File: src/rtl/div_sequencer.sv
// Signed restoring divider sequencer: drives an external shared adder one add per cycle
// for operand negation, WIDTH trial subtractions, and quotient/remainder sign fix-up.
module div_sequencer #(
   parameter int WIDTH = 32,
   parameter int CNT_W = 6
) (
   input  logic             clk,
   input  logic             clr_n,
   input  logic             start,
   input  logic [WIDTH-1:0] dividend,
   input  logic [WIDTH-1:0] divisor,
   output logic             busy,
   output logic             done,
   output logic             div_by_zero,
   output logic [WIDTH-1:0] quotient,
   output logic [WIDTH-1:0] remainder,
   output logic [WIDTH-1:0] add_a,
   output logic [WIDTH-1:0] add_b,
   output logic             add_cin,
   input  logic [WIDTH-1:0] add_sum,
   input  logic             add_cout
);

   typedef enum logic [2:0] {
      S_IDLE  = 3'd0,
      S_NEG_A = 3'd1,
      S_NEG_B = 3'd2,
      S_ITER  = 3'd3,
      S_SGN_Q = 3'd4,
      S_SGN_R = 3'd5,
      S_DONE  = 3'd6,
      S_ZERO  = 3'd7
   } state_t;

   state_t           r_state;
   state_t           w_next_state;
   logic [WIDTH-1:0] r_a_mag;
   logic [WIDTH-1:0] r_d_mag;
   logic [WIDTH-1:0] r_rem;
   logic [WIDTH-1:0] r_quo;
   logic             r_sign_q;
   logic             r_sign_r;
   logic [CNT_W-1:0] r_cnt;
   logic [WIDTH-1:0] r_quotient;
   logic [WIDTH-1:0] r_remainder;
   logic             r_div_by_zero;
   logic [WIDTH-1:0] w_shift;
   logic             w_success;
   logic             w_divisor_zero;

   // A carry out of R's top bit means the shifted remainder already exceeds any divisor.
   assign w_shift        = {r_rem[WIDTH-2:0], r_quo[WIDTH-1]};
   assign w_success      = r_rem[WIDTH-1] | add_cout;
   assign w_divisor_zero = (divisor == {WIDTH{1'b0}});

   assign busy        = (r_state != S_IDLE);
   assign done        = (r_state == S_DONE);
   assign div_by_zero = r_div_by_zero;
   assign quotient    = r_quotient;
   assign remainder   = r_remainder;

   // State register.
   always_ff @(posedge clk or negedge clr_n) begin
      if (!clr_n) begin
         r_state <= S_IDLE;
      end else begin
         r_state <= w_next_state;
      end
   end

   // Next state and adder operands; operands depend only on state and registers.
   always_comb begin
      w_next_state = r_state;
      add_a        = {WIDTH{1'b0}};
      add_b        = {WIDTH{1'b0}};
      add_cin      = 1'b0;
      case (r_state)
         S_IDLE: begin
            if (start) begin
               if (w_divisor_zero) begin
                  w_next_state = S_ZERO;
               end else begin
                  w_next_state = S_NEG_A;
               end
            end else begin
               w_next_state = S_IDLE;
            end
         end
         S_NEG_A: begin
            add_a        = r_a_mag[WIDTH-1] ? ~r_a_mag : r_a_mag;
            add_cin      = r_a_mag[WIDTH-1];
            w_next_state = S_NEG_B;
         end
         S_NEG_B: begin
            add_a        = r_d_mag[WIDTH-1] ? ~r_d_mag : r_d_mag;
            add_cin      = r_d_mag[WIDTH-1];
            w_next_state = S_ITER;
         end
         S_ITER: begin
            add_a   = w_shift;
            add_b   = ~r_d_mag;
            add_cin = 1'b1;
            if (r_cnt == CNT_W'(WIDTH - 1)) begin
               w_next_state = S_SGN_Q;
            end else begin
               w_next_state = S_ITER;
            end
         end
         S_SGN_Q: begin
            add_a        = r_sign_q ? ~r_quo : r_quo;
            add_cin      = r_sign_q;
            w_next_state = S_SGN_R;
         end
         S_SGN_R: begin
            add_a        = r_sign_r ? ~r_rem : r_rem;
            add_cin      = r_sign_r;
            w_next_state = S_DONE;
         end
         S_ZERO:  w_next_state = S_DONE;
         S_DONE:  w_next_state = S_IDLE;
         default: w_next_state = S_IDLE;
      endcase
   end

   // Datapath registers, updated according to the current state.
   always_ff @(posedge clk or negedge clr_n) begin
      if (!clr_n) begin
         r_a_mag       <= {WIDTH{1'b0}};
         r_d_mag       <= {WIDTH{1'b0}};
         r_rem         <= {WIDTH{1'b0}};
         r_quo         <= {WIDTH{1'b0}};
         r_sign_q      <= 1'b0;
         r_sign_r      <= 1'b0;
         r_cnt         <= {CNT_W{1'b0}};
         r_quotient    <= {WIDTH{1'b0}};
         r_remainder   <= {WIDTH{1'b0}};
         r_div_by_zero <= 1'b0;
      end else begin
         case (r_state)
            S_IDLE: begin
               if (start) begin
                  r_a_mag  <= dividend;
                  r_d_mag  <= divisor;
                  r_sign_q <= dividend[WIDTH-1] ^ divisor[WIDTH-1];
                  r_sign_r <= dividend[WIDTH-1];
                  if (w_divisor_zero) begin
                     r_quotient    <= {WIDTH{1'b0}};
                     r_remainder   <= dividend;
                     r_div_by_zero <= 1'b1;
                  end else begin
                     r_div_by_zero <= 1'b0;
                  end
               end
            end
            S_NEG_A: r_a_mag <= add_sum;
            S_NEG_B: begin
               r_d_mag <= add_sum;
               r_quo   <= r_a_mag;
               r_rem   <= {WIDTH{1'b0}};
               r_cnt   <= {CNT_W{1'b0}};
            end
            S_ITER: begin
               if (w_success) begin
                  r_rem <= add_sum;
                  r_quo <= {r_quo[WIDTH-2:0], 1'b1};
               end else begin
                  r_rem <= w_shift;
                  r_quo <= {r_quo[WIDTH-2:0], 1'b0};
               end
               r_cnt <= r_cnt + CNT_W'(1);
            end
            S_SGN_Q: r_quotient  <= add_sum;
            S_SGN_R: r_remainder <= add_sum;
            default: begin
            end
         endcase
      end
   end

endmodule

File: config.mk
export PLATFORM = sky130hd
export DESIGN_NAME = div_sequencer
export DESIGN_NICKNAME = d
export VERILOG_FILES = /design/src/rtl/div_sequencer.sv
export SDC_FILE = /design/constraint.sdc
export NUM_CORES = 1
export LEC_CHECK = 0
export CAP_MARGIN = 30
export CELL_PAD_IN_SITES_DETAIL_PLACEMENT = 2
export CELL_PAD_IN_SITES_GLOBAL_PLACEMENT = 2
export CORE_ASPECT_RATIO = 0.8
export CORE_MARGIN = 5
export CORE_UTILIZATION = 32
export CTS_CLUSTER_SIZE = 16
export DETAILED_ROUTE_END_ITERATION = 8
export HOLD_SLACK_MARGIN = 0.05
export PLACE_DENSITY = 0.86
export SLEW_MARGIN = 20
export SYNTH_ARGS = -nofsm -noshare
export SYNTH_HDL_FRONTEND = slang
export SYNTH_SLANG_ARGS = --single-unit
File: constraint.sdc
create_clock -name clk -period 2.2 [get_ports clk]
set_input_delay 0.22 -clock clk [delete_from_list [all_inputs] [get_ports clk]]
set_output_delay 0.22 -clock clk [all_outputs]
set_load 0.05 [all_outputs]
==> metrics.csv <==
stage,metric,value,unit
logic_synthesis,yosysUniqueCellTypes,44,
sta,setup_viol,118,
clock_tree,cts_sinks,204,
global_routing,antenna_found_initial,2,
global_routing,track_usage,31.5,%
worst_setup_path,r2r_start,r_state[2]$_DFF_PN0_,
die,coreArea,34600,sq um
global_routing,grt_pass1_vias,12800,
sta,relSlewSlack,57.6,%
worst_setup_path,required,1.98,ns
logic_synthesis,synth_common_cells,"204 x dfrtp_1, 139 x nand2_1, 127 x mux2i_1",
detailed_routing,drtIter0Drc,1474,
global_routing,grt_overflow_total,0,
global_routing,grt_pass1_wl,91500,um
min_path,min_path_type,primary input to asynchronous set/reset pin,
die,die_area,38700,sq um
sta,worstMarginPinSlew,0.637,ns
detailed_routing,vias_per_cell,6.35,
detailed_routing,first_pass_iters,6,
finish,fillers,3359,
placed_design,place.port_buffers,231,
die,rows,61,
clock_tree,root_buffer,clkbuf_16,
detailed_routing,wirelength,75500,um
logic_synthesis,async_flop_share,100,%
worst_setup_path,startpoint_type,flip-flop,
pwr,power.leakage,0.00748,uW
logic_synthesis,yosysWarnings,0,
pwr,peakVddDrop,0.00126,V
logic_synthesis,synth_top_area_cell,dfrtp_1,
worst_setup_path,cp_top_family,compound AO/OA/AOI/OAI gates,
sta,rsz0062_at_grt,true,
worst_setup_path,r2r_end,r_d_mag[0]$_DFFE_PN0P_,
worst_setup_path,crit_slowest_cell,a222oi_1,
worst_setup_path,criticalPathCategory,flip-flop to primary output,
sta,min_period,3.02,ns
clock_tree,clock_path_buffers,3,
sta,drv_slew,0,
sta,hold_viol_final,0,
worst_setup_path,path_cells,nor2b_4 -> and2_4 -> buf_12 -> buf_6 -> a222oi_1 -> o211ai_1 -> clkbuf_16,
worst_setup_path,worst-r2r-setup-slack,-0.22,ns
detailed_routing,drc,0,
die,start_util,32.2,%
sta,timing.hold.ws,0.259,ns
worst_setup_path,cp-end-kind,primary output,
placed_design,dp.final_hpwl,34100,um
finish,multiInputGateArea,5990,sq um
finish,regArea,5110,sq um
die,die_h,177,um
placed_design,dp_cells,1803,
worst_setup_path,crit_fanout,6,
sta,clock.fmax,331,MHz
sta,timing.final.ws_setup,-0.823,ns
logic_synthesis,syn_nets,1220,
logic_synthesis,synth.area.top_cells,"dfrtp_1 46%, mux2i_1 11%, xor2_1 7.4%, nand2_1 4.7%, o21ai_0 3.7%",
die,io_pins,232,
logic_synthesis,ys_seq_area_share,45.8,%
detailed_routing,vias,12400,
logic_synthesis,synth_top_flop_cell,dfrtp_1,
logic_synthesis,syn-cell-area,11100,sq um
flow_run,drv_cap,0,
status,outcome,"finished, violations left",
logic_synthesis,yosysMostFrequentCell,dfrtp_1,
placed_design,place_congestion,0.812,
clock_tree,clk_latency,0.56,ns
worst_setup_path,max_stage_delay,0.60,ns
logic_synthesis,synth_edf_count,0,
clock_tree,numCtsBuffers,25,
worst_setup_path,crit_buf_inv,3,
clock_tree,cts_tree,done,
sta,min_period_over_period,137,%
detailed_routing,ant_nets,0,
detailed_routing,wl_per_cell,38.8,um
logic_synthesis,synth.top_cell.area_share,45.8,%
logic_synthesis,synth-seq-cells,204,
sta,worst_clock_skew,0.0306,ns
worst_setup_path,worstSetupPathDepth,7,
die,fp.dieW,219,um
pwr,finalPower,34000,uW
worst_setup_path,r2r_cells,8,
finish,final_cells,1946,
pwr,powerDensity,1920,nW/um^2
logic_synthesis,syn-instance-count,1119,
finish,syn_to_final_growth,59.4,%
clock_tree,h-tree-depth,1,
finish,num-nets-final,1556,
status,violations,setup timing,
worst_setup_path,worstPathArrival,2.80,ns
logic_synthesis,syn_area_per_cell,9.96,sq um
clock_tree,clk_pin_slew,0.08,ns
finish,layout-drive-gt1-share,24.3,%
global_routing,grt_max_degree,70,
[registers in the layout (all words and copies together), names as in the netlist]
name and count:
quotient 32, r_a_mag 32, r_d_mag 32, r_quo 32
r_rem 32, remainder 32, r_cnt 6, r_state 3
div_by_zero 1, r_sign_q 1, r_sign_r 1
[what timing repair did]
action                     CTS  global route
resized for setup           67           103
setup buffers               35            44
hold buffers                 1             0
gates cloned                 8            12
pin swaps                   48            45
hold endpoints to repair    62             0
setup endpoints to repair  118           169
[power by group]
part	switching, uW	leakage (uW)	internal (uW)	total, uW
combinational	13000	0.00461	8910	21900
sequential	2350	0.00247	5240	7590
clock	1940	0.000402	2580	4520
[layer usage]
metal | share of wire, % | up-vias | global-route usage, %
met5 | 0 | - | 0
met4 | 7.9 | 0 | 18.2
met3 | 8.2 | 363 | 6.26
met2 | 46 | 906 | 52.8
met1 | 38 | 6419 | 38.0
li1 | - | 4665 | -
[cells in the final DEF (no fill, tap or decap), types with 3 or more instances in the layout]
cell	instances
o21a_1	32
o211ai_1	24
buf_6	23
buf_16	5
clkbuf_16	48
inv_1	3
buf_12	84
clkinv_2	3
o21ai_1	20
xor2_1	94
o21ai_0	77
nor4_1	5
a21oi_2	3
o22a_1	32
bufinv_16	3
buf_4	105
a222oi_1	31
mux2i_2	4
a21oi_1	39
mux2i_1	121
nand3_1	4
clkbuf_1	9
dfrtp_1	198
nor3_1	4
xnor2_1	34
clkbuf_8	4
nor2_4	33
dfrtp_2	5
a22o_1	35
clkdlybuf4s50_1	163
nand2_1	129
nor2_1	45
nand2_2	9
bufbuf_16	4
[metrics by stage]
stage	setup slack, ns	instance area, sq um	TNS (ns)	util (%)
after global placement	-0.412	15200	-24.04	43.9
after detailed placement	-0.583	15200	-32.49	43.9
final	-0.823	17800	-22.04	51.4
after global routing	-0.796	17800	-22.26	51.4
after floorplan	0.0948	11100	0	-
after CTS	-0.496	16800	-11.84	48.5
[worst register-to-register path, cell delays in order (launching register included)]
cell,delay (ns)
dfrtp_2,0.49
buf_4,0.16
buf_4,0.15
nor3_4,0.26
and2_4,0.25
buf_4,0.15
buf_12,0.18
mux2i_1,0.43
o21ai_1,0.20
[kinds of logic after synthesis]
family	share of synthesized area, %
compound gates	19.0
xor+xnor	10.1
buf+inv	4.31
simple gates	9.22
fa+ha+maj	0.112
mux	11.5
flops	45.8
[how the worst max path moves through the flow]
stage                                    start                        to  slack (ns)
after floorplan           r_state[1]$_DFF_PN0_                  add_a[0]        0.09
after global routing      r_state[2]$_DFF_PN0_                 add_a[10]       -0.80
after global placement              divisor[5]  quotient[17]$_DFFE_PN0P_       -0.41
final                     r_state[2]$_DFF_PN0_                 add_a[10]       -0.82
after CTS                 r_state[1]$_DFF_PN0_                 add_a[14]       -0.50
after detailed placement            divisor[5]  quotient[13]$_DFFE_PN0P_       -0.58
[area by class of cell]
cell class                      count  share of cell area (%)
Multi-Input combinational cell    811                    33.7
Timing Repair Buffer              409                    29.4
Sequential cell                   204                    28.8
Clock buffer                       38                    4.02
Tap cell                          472                    3.33
Clock inverter                      6                   0.592
Inverter                            4                  0.0845
Antenna cell                        2                  0.0282
Power figures use the tool's default switching activity.
